$ cat src/rtl/beep_seq.sv
// beep_seq: prioritised tone-pattern sequencer for the game buzzer.
// Plays EAT / START / DIE note patterns as a gated envelope (beep_en)
// and a square-wave tone (beep_out); mute gates outputs only.
module beep_seq #(
   parameter int unsigned CNT_W        = 32,
   parameter int unsigned EAT_TICKS    = 2500000,
   parameter int unsigned NOTE_TICKS   = 7500000,
   parameter int unsigned GAP_TICKS    = 2500000,
   parameter int unsigned TONE_HI_HALF = 12500,
   parameter int unsigned TONE_LO_HALF = 25000
) (
   input  logic sys_clk,
   input  logic sys_rst_n,
   input  logic evt_eat,
   input  logic evt_start,
   input  logic evt_die,
   input  logic mute,
   output logic beep_en,
   output logic beep_out,
   output logic busy
);

   typedef enum logic [1:0] {IDLE, NOTE, GAP} state_t;
   // Pattern encoding doubles as priority: a larger value wins.
   typedef enum logic [1:0] {
      PAT_NONE  = 2'd0,
      PAT_EAT   = 2'd1,
      PAT_START = 2'd2,
      PAT_DIE   = 2'd3
   } pat_t;

   localparam logic [CNT_W-1:0] EAT_LD  = CNT_W'(EAT_TICKS - 1);
   localparam logic [CNT_W-1:0] NOTE_LD = CNT_W'(NOTE_TICKS - 1);
   localparam logic [CNT_W-1:0] GAP_LD  = CNT_W'(GAP_TICKS - 1);
   localparam logic [CNT_W-1:0] HI_LD   = CNT_W'(TONE_HI_HALF - 1);
   localparam logic [CNT_W-1:0] LO_LD   = CNT_W'(TONE_LO_HALF - 1);

   state_t           state, state_n;
   pat_t             pat, pat_n, evt_pat;
   logic [1:0]       note_idx, idx_n;
   logic [CNT_W-1:0] dur_cnt, dur_n;
   logic [CNT_W-1:0] tone_cnt, tcnt_n;
   logic             tone_q, tq_n;
   logic             accept;

   function automatic logic [CNT_W-1:0] note_len(input pat_t p);
      return (p == PAT_EAT) ? EAT_LD : NOTE_LD;
   endfunction

   // START plays low then high; EAT is high; DIE is all low.
   function automatic logic [CNT_W-1:0] tone_half(input pat_t p, input logic [1:0] idx);
      return ((p == PAT_EAT) || ((p == PAT_START) && (idx == 2'd1))) ? HI_LD : LO_LD;
   endfunction

   function automatic logic [1:0] last_idx(input pat_t p);
      case (p)
         PAT_START: return 2'd1;
         PAT_DIE:   return 2'd2;
         default:   return 2'd0;
      endcase
   endfunction

   // Event priority decode and pre-emption decision.
   always_comb begin
      evt_pat = PAT_NONE;
      if (evt_die)        evt_pat = PAT_DIE;
      else if (evt_start) evt_pat = PAT_START;
      else if (evt_eat)   evt_pat = PAT_EAT;
      accept = (evt_pat != PAT_NONE) && (evt_pat >= pat);
   end

   // Next-state, counter and tone-phase logic.
   always_comb begin
      state_n = state;
      pat_n   = pat;
      idx_n   = note_idx;
      dur_n   = dur_cnt;
      tcnt_n  = tone_cnt;
      tq_n    = tone_q;
      if (accept) begin
         state_n = NOTE;
         pat_n   = evt_pat;
         idx_n   = '0;
         dur_n   = note_len(evt_pat);
         tcnt_n  = tone_half(evt_pat, 2'd0);
         tq_n    = 1'b1;
      end else begin
         case (state)
            NOTE: begin
               if (dur_cnt == '0) begin
                  if (note_idx == last_idx(pat)) begin
                     state_n = IDLE;
                     pat_n   = PAT_NONE;
                     idx_n   = '0;
                  end else begin
                     state_n = GAP;
                     dur_n   = GAP_LD;
                  end
               end else begin
                  dur_n = dur_cnt - 1'b1;
                  if (tone_cnt == '0) begin
                     tq_n   = ~tone_q;
                     tcnt_n = tone_half(pat, note_idx);
                  end else begin
                     tcnt_n = tone_cnt - 1'b1;
                  end
               end
            end
            GAP: begin
               if (dur_cnt == '0) begin
                  state_n = NOTE;
                  idx_n   = note_idx + 2'd1;
                  dur_n   = note_len(pat);
                  tcnt_n  = tone_half(pat, note_idx + 2'd1);
                  tq_n    = 1'b1;
               end else begin
                  dur_n = dur_cnt - 1'b1;
               end
            end
            default: ;
         endcase
      end
   end

   // State, counters and registered outputs.
   always_ff @(posedge sys_clk or negedge sys_rst_n) begin
      if (!sys_rst_n) begin
         state    <= IDLE;
         pat      <= PAT_NONE;
         note_idx <= '0;
         dur_cnt  <= '0;
         tone_cnt <= '0;
         tone_q   <= 1'b0;
         beep_en  <= 1'b0;
         beep_out <= 1'b0;
      end else begin
         state    <= state_n;
         pat      <= pat_n;
         note_idx <= idx_n;
         dur_cnt  <= dur_n;
         tone_cnt <= tcnt_n;
         tone_q   <= tq_n;
         beep_en  <= (state_n == NOTE) & ~mute;
         beep_out <= tq_n & (state_n == NOTE) & ~mute;
      end
   end

   assign busy = (state != IDLE);

endmodule

$ cat config.mk
export PLATFORM = sky130hd
export DESIGN_NAME = beep_seq
export DESIGN_NICKNAME = d
export VERILOG_FILES = /design/src/rtl/beep_seq.sv
export SDC_FILE = /design/constraint.sdc
export NUM_CORES = 1
export LEC_CHECK = 0
export CAP_MARGIN = 20
export CORE_ASPECT_RATIO = 2
export CORE_MARGIN = 4
export CORE_UTILIZATION = 35
export DETAILED_ROUTE_END_ITERATION = 10
export DONT_BUFFER_PORTS = 1
export PLACE_DENSITY = 0.46
export RECOVER_POWER = 50
export SKIP_CTS_REPAIR_TIMING = 1
export SLEW_MARGIN = 20
export SYNTH_ARGS = -nofsm -noshare
export SYNTH_HDL_FRONTEND = slang
export SYNTH_SLANG_ARGS = --single-unit
$ cat constraint.sdc
create_clock -name sys_clk -period 6.4 [get_ports sys_clk]
set_clock_uncertainty 0.1 [all_clocks]
set_input_delay 0.96 -clock sys_clk [delete_from_list [all_inputs] [get_ports sys_clk]]
set_output_delay 0.96 -clock sys_clk [all_outputs]
set_load 0.01 [all_outputs]
==> results of run 1 <==
-- worst min-delay path by stage --
stage,slack [ns],start,cells after the start,end
finish,0.21,sys_rst_n,0,tone_cnt[1]$_DFFE_PN0P_
global route,0.19,sys_rst_n,0,tone_cnt[0]$_DFFE_PN0P_
detailed placement,0.42,dur_cnt[6]$_DFFE_PN0P_,1,dur_cnt[6]$_DFFE_PN0P_
floorplan,0.37,dur_cnt[6]$_DFFE_PN0P_,1,dur_cnt[6]$_DFFE_PN0P_
CTS,0.20,sys_rst_n,0,tone_cnt[7]$_DFFE_PN0P_
global placement,0.41,tone_cnt[16]$_DFFE_PN0P_,1,tone_cnt[16]$_DFFE_PN0P_
-- state kept, by name (all words and copies together) (netlist names) --
signal / flops
beep_out: 1
tone_cnt: 32
dur_cnt: 32
beep_en: 1
state: 2
note_idx: 2
pat: 2
tone_q: 1
-- cell families (layout without fill, tap and decap cells) --
| logic type | count (synthesis) | after routing | synth area share, % |
|---|---|---|---|
| muxes | 3 | 3 | 0.6626 |
| AOI/OAI and AO/OA | 153 | 153 | 22.28 |
| adders and majority gates | 11 | 11 | 3.037 |
| buffers and inverters | 45 | 41 | 4.114 |
| xor gates and xnor gates | 12 | 12 | 2.319 |
| DFF | 73 | 73 | 40.31 |
| and+or+nand+nor | 216 | 216 | 27.28 |
-- per-stage QoR --
stage | area (sq um) | hold slack, ns | power [uW]
final | 4928 | 0.2087 | 1569
after global routing | 4928 | 0.1924 | 1671
after detailed placement | 4653 | 0.4188 | 1102
after CTS | 4925 | 0.1994 | 1581
after floorplan | 4532 | 0.3739 | 941.6
after global placement | 4653 | 0.4119 | 1098
-- layout make-up --
cell class | instances | share of cell area (%)
clock inverter | 5 | 0.6601
tap | 150 | 3.808
clock buffer | 10 | 4.849
timing repair buffer | 6 | 0.9139
inverter | 20 | 1.523
multi-input combinational | 395 | 51.18
sequential | 73 | 37.07
-- worst max-delay path, cell delays in order (launching register included) --
cell	delay, ns
dfrtp_1	0.39
inv_1	0.14
ha_1	0.16
or4b_1	0.42
nor4_1	0.75
nand4_1	0.59
a221o_1	0.46
a211o_1	0.30
and3b_1	0.18
-- metal layers --
layer | global-route usage [%] | vias to the layer above | part of all wire [%]
li1 | - | 1933 | -
met1 | 19.29 | 1979 | 37
met2 | 34.46 | 73 | 57
met3 | 3.020 | 29 | 2.6
met4 | 8.750 | 0 | 3.3
met5 | 0 | - | 0
-- layout by cell type (no fill, tap or decap), types with 3 or more instances in the layout --
master      n
nor2_1     50
a21oi_1    39
nand3b_1    3
clkbuf_16   9
xor2_1     12
and2_1      4
inv_1      20
nand3_1    16
or3_1      18
o22a_1      9
clkinv_2    3
nor4_1     11
buf_4       6
nand2_1    30
mux2i_1     3
o311ai_0    4
o41ai_1     5
nor3b_1     4
o2111ai_1   3
nand2b_1    6
nor3_1     21
dfrtp_1    73
a22o_1      3
ha_1       11
and3_1      3
o211ai_1    3
or2_2       4
o22ai_1     4
or4_1      20
a31oi_1    21
o21ai_0    28
o31ai_1    14
nand4_1     4
-- power by group --
group          internal (uW)  total (uW)  switching, uW
combinational            178         492            314
clock                    270         475            205
sequential               523         601           78.8
==> metrics.md, run 1 <==
| Metric | Value |
|---|---|
| Vias in the first global route | `4015` |
| Post-route insts no fill | `659` |
| CP Data Required Time | `6.53 ns` |
| Htree depth | `3` |
| Die area | `14940 sq um` |
| DRT iter0 DRCs | `166` |
| Worst rel slew slack | `34.88%` |
| Cells after DPL | `644` |
| Final Worst Setup Slack | `2.790 ns` |
| Largest net degree at the start of global routing | `74` |
| Worst-Skew Late Latency | `0.34 ns` |
| Main synth FF type | `dfrtp_1` |
| Worst setup EP type | `flip-flop` |
| Area of the multi-input gates | `2522 sq um` |
| Final setup violating endpoints | `0` |
| Post-route ant nets | `0` |
| Clock buffer depth | `2` |
| Clock-pin slew on the worst setup and hold paths | `0.06 ns` |
| Cell area power density | `318.3 nW/um^2` |
| Max Fanout on Critical Path | `9` |
| Top cells by area, synth | `dfrtp_1 40%, a21oi_1 4.3%, nor2_1 4.1%` |
| Reg2Reg Capture Point | `beep_out$_DFF_PN0_` |
| Worst Tran Pin Value | `0.9641 ns` |
| Final hold vios | `0` |
| Core Area | `12630 sq um` |
| Row count | `58` |
| Root Driver | `clkbuf_16` |
| Synth area leader | `dfrtp_1` |
| Worst setup SP type | `flip-flop` |
| ANT cells | `0` |
| EDFF count, synth | `0` |
| Max-cap violations | `0` |
| IO Pins | `9` |
| TritonCTS Buffers | `9` |
| Post-DP HPWL | `9.582 mm` |
| Wire per inst | `19.69 um` |
| Worst Setup EP | `beep_out$_DFF_PN0_` |
| WL final | `12.98 mm` |
| IR Drop Worst-Case VDD | `0.1695 mV` |
| Fin crit period | `3.610 ns` |
| Hold WC Path Type | `input port to async pin` |
| First-pass GRT wire length | `21.24 mm` |
| Mapped Cells | `513` |
| Syn nets | `530` |
| Setup TNS | `0 ns` |
| Average size of a mapped cell | `8.834 sq um` |
| Pre-antenna DRT Iters | `4` |
| Area grow syn2layout | `8.752%` |
| Critical path class | `flip-flop to flip-flop` |
| Flop2flop setup slack | `2.79 ns` |
| Die X | `88.46 um` |
| Max-slew violations | `0` |
| Vias | `4014` |
| Final GP Congestion | `0.8789` |
| Crit path from | `tone_cnt[0]$_DFFE_PN0P_` |
| Final net count | `522` |
| CTS tree | `done` |
| Mapped Area | `4532 sq um` |
| Area taken by flip-flops and latches | `1827 sq um` |
| Clock sinks | `73` |
| Most common cell in the netlist | `dfrtp_1` |
| Tcrit/Tclk final | `56.41%` |
| Starting Density | `35.89%` |
| P_leak | `0.001986 uW` |
| Sequential share of the synthesized area | `40.31%` |
| Unrepaired setup endpoints after global routing | `false` |
| Reg2Reg Depth | `8` |
| Post-synthesis async set-or-reset flop share | `100.0%` |
| DRC viols | `0` |
| Chip height | `168.9 um` |
| Global Route Usage Sum | `18.49%` |
| Yosys reg bits | `73` |
| Maximum clock rate | `277.0 MHz` |
| Final Util | `39.03%` |
| Post-synth top cells | `73 x dfrtp_1, 50 x nor2_1, 39 x a21oi_1, 30 x nand2_1, 28 x o21ai_0` |
| R2R Path Start | `tone_cnt[0]$_DFFE_PN0P_` |
| Filler Cells Inserted | `1301` |
| Area share of the largest cell type after synthesis | `40.31%` |
| YS warnings | `0` |
| Post-Place Setup Slack | `2.482 ns` |
| Initial antenna violation count | `0` |
| Yosys cell types | `65` |
| Vias per cell | `6.091` |
| GRT overflow | `0` |
| Status | `complete, no violations` |
| # port buffers | `0` |
| Crit path DAT | `3.74 ns` |
| Fraction of layout cells with a size suffix above 1 | `7.859%` |
No activity file was read; power rests on OpenSTA's default activity.
==> run 2: changes to the inputs <==
--- a/config.mk
+++ b/config.mk
@@ -11,7 +11,7 @@
 export CORE_UTILIZATION = 35
 export DETAILED_ROUTE_END_ITERATION = 10
 export DONT_BUFFER_PORTS = 1
-export PLACE_DENSITY = 0.46
+export PLACE_DENSITY = 0.48
 export RECOVER_POWER = 50
 export SKIP_CTS_REPAIR_TIMING = 1
 export SLEW_MARGIN = 20
==> constraint.sdc (replaced) <==
create_clock -name sys_clk -period 3.25 [get_ports sys_clk]
set_clock_uncertainty 0.1 [all_clocks]
set_input_delay 0.4875 -clock sys_clk [delete_from_list [all_inputs] [get_ports sys_clk]]
set_output_delay 0.4875 -clock sys_clk [all_outputs]
set_load 0.01 [all_outputs]
==> run 2 against run 1 <==
Net effect: the run now ends with max-capacitance violations, max-slew violations left; die area stayed put; flip-flop and latch count did not move; via count increased by 2.2%; final cell count increased by 5.0%; maximum frequency increased by 16%; setup slack got worse by 2.7 ns; core utilization grew 1.9 points; worst hold slack improved by 0.023 ns; count of clock-buffer cells in the layout rose by 3; wire length fell by 0.43%; final area rose by 5.0%; sequential share of layout area is 1.7 points lower.
==> metrics.md, run 2 (synthesis results as in run 1) <==
| Metric | Value |
|---|---|
| Die X | `88.46 um (unchanged)` |
| Max-slew violations | `74 (+74)` |
| Hold WC Path Type | `input port to flip-flop` |
| Worst rel slew slack | `-25.18% (-60 points)` |
| Root Driver | `clkbuf_16` |
| Clock sinks | `73 (unchanged)` |
| CTS tree | `done` |
| Biggest regs | `dur_cnt (32), tone_cnt (32)` |
| Fin crit period | `3.122 ns (-0.4883 ns)` |
| CP max stage cell | `or4b_2` |
| Post-route ant nets | `0 (unchanged)` |
| Cell area power density | `607.5 nW/um^2 (+91%)` |
| Core Area | `12630 sq um (unchanged)` |
| Largest net degree at the start of global routing | `74 (unchanged)` |
| Post-route cell area | `5172 sq um (+5.0%)` |
| Worst-Skew Late Latency | `0.33 ns (about the same)` |
| Post-DP HPWL | `9.817 mm (+2.5%)` |
| Area grow syn2layout | `14.14%` |
| Chip height | `168.9 um (unchanged)` |
| DRC viols | `0 (unchanged)` |
| Global Route Usage Sum | `18.31% (-0.18 points)` |
| Vias per cell | `5.931 (-2.6%)` |
| # port buffers | `0 (unchanged)` |
| TritonCTS Buffers | `9 (unchanged)` |
| Max Fanout on Critical Path | `11 (+2)` |
| Status | `complete, but fails checks` |
| Clock-pin slew on the worst setup and hold paths | `0.06 ns (about the same)` |
| Vias in the first global route | `4103 (+2.2%)` |
| First-pass GRT wire length | `21.31 mm (+0.32%)` |
| WL final | `12.92 mm (-0.43%)` |
| Initial antenna violation count | `0 (unchanged)` |
| Worst Tran Pin Value | `1.878 ns (+0.9136 ns)` |
| Fraction of layout cells with a size suffix above 1 | `12.92% (+5.1 points)` |
| Worst setup SP type | `flip-flop` |
| Wire per inst | `18.67 um (-5.2%)` |
| Critical path class | `flip-flop to flip-flop` |
| Critical Path, Cell by Cell | `inv_2, ha_1, or4b_2, or4_4, nor4b_4, buf_6, nor3_2, buf_4, or4b_1, a21oi_1` |
| Failing checks | `max-capacitance violations, max-slew violations` |
| IO Pins | `9 (unchanged)` |
| Vias | `4104 (+2.2%)` |
| Maximum clock rate | `320.3 MHz (+16%)` |
| IR Drop Worst-Case VDD | `0.3363 mV (+98%)` |
| Final Util | `40.96% (+1.9 points)` |
| Final net count | `554 (+6.1%)` |
| CP Data Required Time | `3.40 ns (-3.13 ns)` |
| Worst setup EP type | `flip-flop` |
| Final GP Congestion | `0.8825 (+0.41%)` |
| Row count | `58 (unchanged)` |
| Starting Density | `35.89% (unchanged)` |
| DRT iter0 DRCs | `111 (-33%)` |
| Pre-antenna DRT Iters | `4 (unchanged)` |
| Max-cap violations | `1 (+1)` |
| Filler Cells Inserted | `1303 (+0.15%)` |
| P_leak | `0.002140 uW (+7.7%)` |
| GRT overflow | `0 (unchanged)` |
| Max incr delay on CP | `0.58 ns (-0.17 ns)` |
| Final setup violating endpoints | `0 (unchanged)` |
| Unrepaired setup endpoints after global routing | `true` |
| Leading cell type in the layout, fill and taps excluded | `dfrtp_1` |
| Most frequent cells in the layout | `73 x dfrtp_1, 50 x nor2_1, 39 x a21oi_1` |
| Clock buffer depth | `2 (unchanged)` |
| ANT cells | `0 (unchanged)` |
| Die area | `14940 sq um (unchanged)` |
| Htree depth | `3 (unchanged)` |
| Final hold vios | `0 (unchanged)` |
| Tcrit/Tclk final | `96.05% (+40 points)` |
| Crit path DAT | `3.27 ns (-0.47 ns)` |
| Dpl cell area | `4871 sq um (+4.7%)` |
==> run 2: cell types whose count changed in the layout (fill, tap and decap cells not counted), sizes merged <==
cell         delta
clkbuf          +4
dlygate4sd3     +1
clkinv          -2
buf            +30
==> run 2: final timing paths <==
path                                         from                  endpoint  slack, ns  depth (start not counted)
hold / removal                               mute         beep_en$_DFF_PN0_       0.23                          2
min in group asynchronous               sys_rst_n   tone_cnt[3]$_DFFE_PN0P_       1.12                          2
max in group asynchronous               sys_rst_n   dur_cnt[15]$_DFFE_PN0P_       0.81                          2
hold reg to reg            dur_cnt[6]$_DFFE_PN0P_    dur_cnt[6]$_DFFE_PN0P_       0.42                          1
setup / recovery           dur_cnt[0]$_DFFE_PN0P_  tone_cnt[23]$_DFFE_PN0P_       0.13                         10
setup reg to reg           dur_cnt[0]$_DFFE_PN0P_  tone_cnt[23]$_DFFE_PN0P_       0.13                         10
==> run 2: report_power, final <==
group	internal [uW]	leakage, uW	switching (uW)
registers	1030	0.000906	153
logic	391	0.00109	640
clock network	555	0.000139	373
total	1980	0.00214	1170
==> run 2: final cells by class <==
type	count	area, sq um	share of cell area, %
Multi-Input combinational cell	395	2519	48.69
Sequential cell	73	1827	35.32
Timing Repair Buffer	38	289.0	5.588
Clock buffer	13	260.3	5.031
Tap cell	150	187.7	3.628
Inverter	20	75.07	1.451
Clock inverter	3	15.01	0.2903
==> run 2: worst max-delay path, delay by kind of cell, from the launching register on <==
family,cells,cell delay (ns)
simple gates,5,1.82
flops,1,0.42
buf+inv,3,0.41
compound gates,1,0.16
fa+ha+maj,1,0.14
==> run 2: routing by layer <==
layer	GRT usage [%]	vias to the layer above	part of all wire [%]
li1	-	2000	-
met1	18.16	2003	36
met2	35.47	66	58
met3	2.971	35	2.0
met4	8.026	0	3.8
met5	0	-	0
==> run 2: stage by stage <==
step	cells	total power, uW	setup slack (ns)	hold slack, ns	setup TNS, ns
final	692	3142	0.1284	0.2315	0
after global placement	673	2200	0.1833	0.09535	0
after CTS	689	3165	0.09299	-0.2649	0
after global routing	692	3363	-0.0001690	0.2316	-0.0001690
after detailed placement	673	2217	0.1089	0.09618	0
after floorplan	513	1854	0.2767	0.09191	0
==> run 3: changes to the inputs <==
--- a/config.mk
+++ b/config.mk
@@ -11,6 +11,7 @@
 export CORE_UTILIZATION = 35
 export DETAILED_ROUTE_END_ITERATION = 10
 export DONT_BUFFER_PORTS = 1
+export GPL_TIMING_DRIVEN = 0
 export PLACE_DENSITY = 0.48
 export RECOVER_POWER = 50
 export SKIP_CTS_REPAIR_TIMING = 1
==> run 3 against run 2 <==
Net effect: wire length increased by 4.1%; first-iteration DRC count increased by 41%; worst hold slack got worse by 0.0060 ns; largest cell class unchanged; the flow still finishes with violations (max-capacitance violations, max-slew violations); largest power group unchanged; core utilization increased by 0.13 points; via count increased by 1.2%; clock power about the same; die area unchanged; critical path depth unchanged; sequential power about the same; sequential share of layout area decreased by 0.11 points.
==> metrics.md, run 3 (synthesis results as in run 1) <==
| Metric | Value |
|---|---|
| Post-DP HPWL | `9.931 mm (+1.2%)` |
| Met2 GRT Util | `34.14% (-1.3 points)` |
| Critical Path Most Common Cell | `buf_6` |
| Core Area | `12630 sq um (unchanged)` |
| Buf+Inv Stages, Crit Path | `4 (+1)` |
| Worst-Skew Late Latency | `0.34 ns (about the same)` |
| Most frequent cells in the layout | `73 x dfrtp_1, 50 x nor2_1, 37 x a21oi_1` |
| Row count | `58 (unchanged)` |
| Initial antenna violation count | `0 (unchanged)` |
| IO Pins | `9 (unchanged)` |
| CTS tree | `done` |
| First-pass GRT wire length | `21.18 mm (-0.58%)` |
| Final net count | `551 (-0.54%)` |
| Root Driver | `clkbuf_16` |
| Worst setup EP type | `flip-flop` |
| GR Util met1 | `19.01% (+0.86 points)` |
| # port buffers | `0 (unchanged)` |
| Setup TNS | `0 ns (unchanged)` |
| Biggest regs | `dur_cnt (32), tone_cnt (32)` |
| Chip height | `168.9 um (unchanged)` |
| Pre-antenna DRT Iters | `4 (unchanged)` |
| Htree depth | `3 (unchanged)` |
| Vias | `4153 (+1.2%)` |
| Cell area power density | `608.4 nW/um^2 (+0.16%)` |
| Failing checks | `max-capacitance violations, max-slew violations` |
| WL final | `13.45 mm (+4.1%)` |
| Wire per inst | `19.55 um (+4.7%)` |
| Tcrit/Tclk final | `96.53% (+0.48 points)` |
| GRT overflow | `0 (unchanged)` |
| Vias per cell | `6.036 (+1.8%)` |
| ANT cells | `0 (unchanged)` |
| Clock-pin slew on the worst setup and hold paths | `0.06 ns (about the same)` |
| GR peak layer | `met2` |
| Leading cell type in the layout, fill and taps excluded | `dfrtp_1` |
| Clock buffer depth | `2 (unchanged)` |
| DRC viols | `0 (unchanged)` |
| Vias in the first global route | `4012 (-2.2%)` |
| Hold slack | `0.2256 ns (-0.005975 ns)` |
| DRT iter0 DRCs | `157 (+41%)` |
| Max Fanout on Critical Path | `9 (-2)` |
| Final setup violating endpoints | `0 (unchanged)` |
| Hold WC Path Type | `input port to flip-flop` |
| Crit path DAT | `3.30 ns (+0.03 ns)` |
| Final GP Congestion | `0.8053 (-8.7%)` |
| P_leak | `0.002095 uW (-2.1%)` |
| Status | `complete, but fails checks` |
| TritonCTS Buffers | `9 (unchanged)` |
| Worst setup SP type | `flip-flop` |
| Area of the multi-input gates | `2619 sq um (+4.0%)` |
| Max-cap violations | `1 (unchanged)` |
| Critical Path, Cell by Cell | `or4_4, buf_6, or4_4, nor4b_4, buf_6, nor3_2, buf_6, buf_4, or3_1, a21oi_1` |
| Area grow syn2layout | `14.49%` |
| Met3 usage | `2.582% (-0.39 points)` |
| Fraction of layout cells with a size suffix above 1 | `12.83% (-0.090 points)` |
| Area taken by flip-flops and latches | `1827 sq um (unchanged)` |
| Critical path class | `flip-flop to flip-flop` |
| Max incr delay on CP | `0.55 ns (-0.03 ns)` |
| CP Data Required Time | `3.41 ns (about the same)` |
| CP max stage cell | `or4_4` |
| Post-route ant nets | `0 (unchanged)` |
| Worst rel slew slack | `-27.27% (-2.1 points)` |
| Worst path top cell family by delay | `simple AND/OR/NAND/NOR gates` |
| Max-slew violations | `74 (unchanged)` |
| Worst Tran Pin Value | `1.909 ns (+0.03133 ns)` |
| Maximum clock rate | `318.8 MHz (-0.50%)` |
| Die area | `14940 sq um (unchanged)` |
| Clock sinks | `73 (unchanged)` |
| Fin crit period | `3.137 ns (+0.01560 ns)` |
| Die X | `88.46 um (unchanged)` |
| Filler Cells Inserted | `1307 (+0.31%)` |
| Global Route Usage Sum | `18.58% (+0.27 points)` |
| Largest net degree at the start of global routing | `74 (unchanged)` |
| Starting Density | `35.89% (unchanged)` |
| IR Drop Worst-Case VDD | `0.2960 mV (-12%)` |
| Final hold vios | `0 (unchanged)` |
run 3: changes by cell type in the layout (fill, tap and decap cells not counted), moves of 2 or more:
cell,previous run,this run
nor3b_2,0,3
nor4_1,11,8
buf_4,35,8
nor4_4,1,3
clkbuf_4,0,2
buf_2,0,2
a21oi_1,39,37
nor3b_1,4,1
clkbuf_2,1,7
clkbuf_1,2,11
buf_6,1,3
clkinv_4,0,2
a21oi_2,0,2
run 3: cell type report:
cell class	count	area share, %
Multi-Input combinational cell	395	50.47
Sequential cell	73	35.21
Clock buffer	10	4.606
Tap cell	150	3.617
Buffer	25	2.508
Timing Repair Buffer	10	1.519
Inverter	20	1.447
Clock inverter	5	0.6270
run 3: through the flow:
step	area, sq um	total power [uW]	worst slack (ns)	utilization [%]	std cells
2_1_floorplan	4532	1854	0.2767	-	513
5_1_grt	5189	3352	-0.002519	41.09	688
4_1_cts	4991	3101	-0.8156	39.53	678
3_3_place_gp	4720	2141	-0.7413	37.38	663
6_report	5189	3157	0.1128	41.09	688
3_5_place_dp	4720	2160	-0.7889	37.38	663
run 3: path summary, 6_finish.rpt:
path | startpoint | to | cells after the start | slack [ns]
worst max register to register | dur_cnt[5]$_DFFE_PN0P_ | tone_cnt[28]$_DFFE_PN0P_ | 10 | 0.11
worst min register to register | dur_cnt[6]$_DFFE_PN0P_ | dur_cnt[6]$_DFFE_PN0P_ | 1 | 0.42
max in group asynchronous | sys_rst_n | pat[1]$_DFFE_PN0P_ | 2 | 0.79
min in group asynchronous | sys_rst_n | tone_cnt[11]$_DFFE_PN0P_ | 2 | 1.10
worst min-delay path | mute | beep_en$_DFF_PN0_ | 2 | 0.23
worst max-delay path | dur_cnt[5]$_DFFE_PN0P_ | tone_cnt[28]$_DFFE_PN0P_ | 10 | 0.11
run 3: worst reg2reg max path: cells and delay by family (launching register included):
family                 cells  cell delay, ns
AND/OR/NAND/NOR            5            1.75
AO/OA/AOI/OAI              1            0.14
flip-flops                 1            0.43
buffers and inverters      4            0.64
run 3: layer usage:
layer | vias up | wire (um)
li1 | 1999 | -
met1 | 2049 | 4855
met2 | 72 | 7706
met3 | 33 | 248
met4 | 0 | 637
met5 | - | 0
run 3: report_power, final:
part           switching, uW  internal, uW
Combinational            667           368
Clock                    400           532
Sequential               161          1030
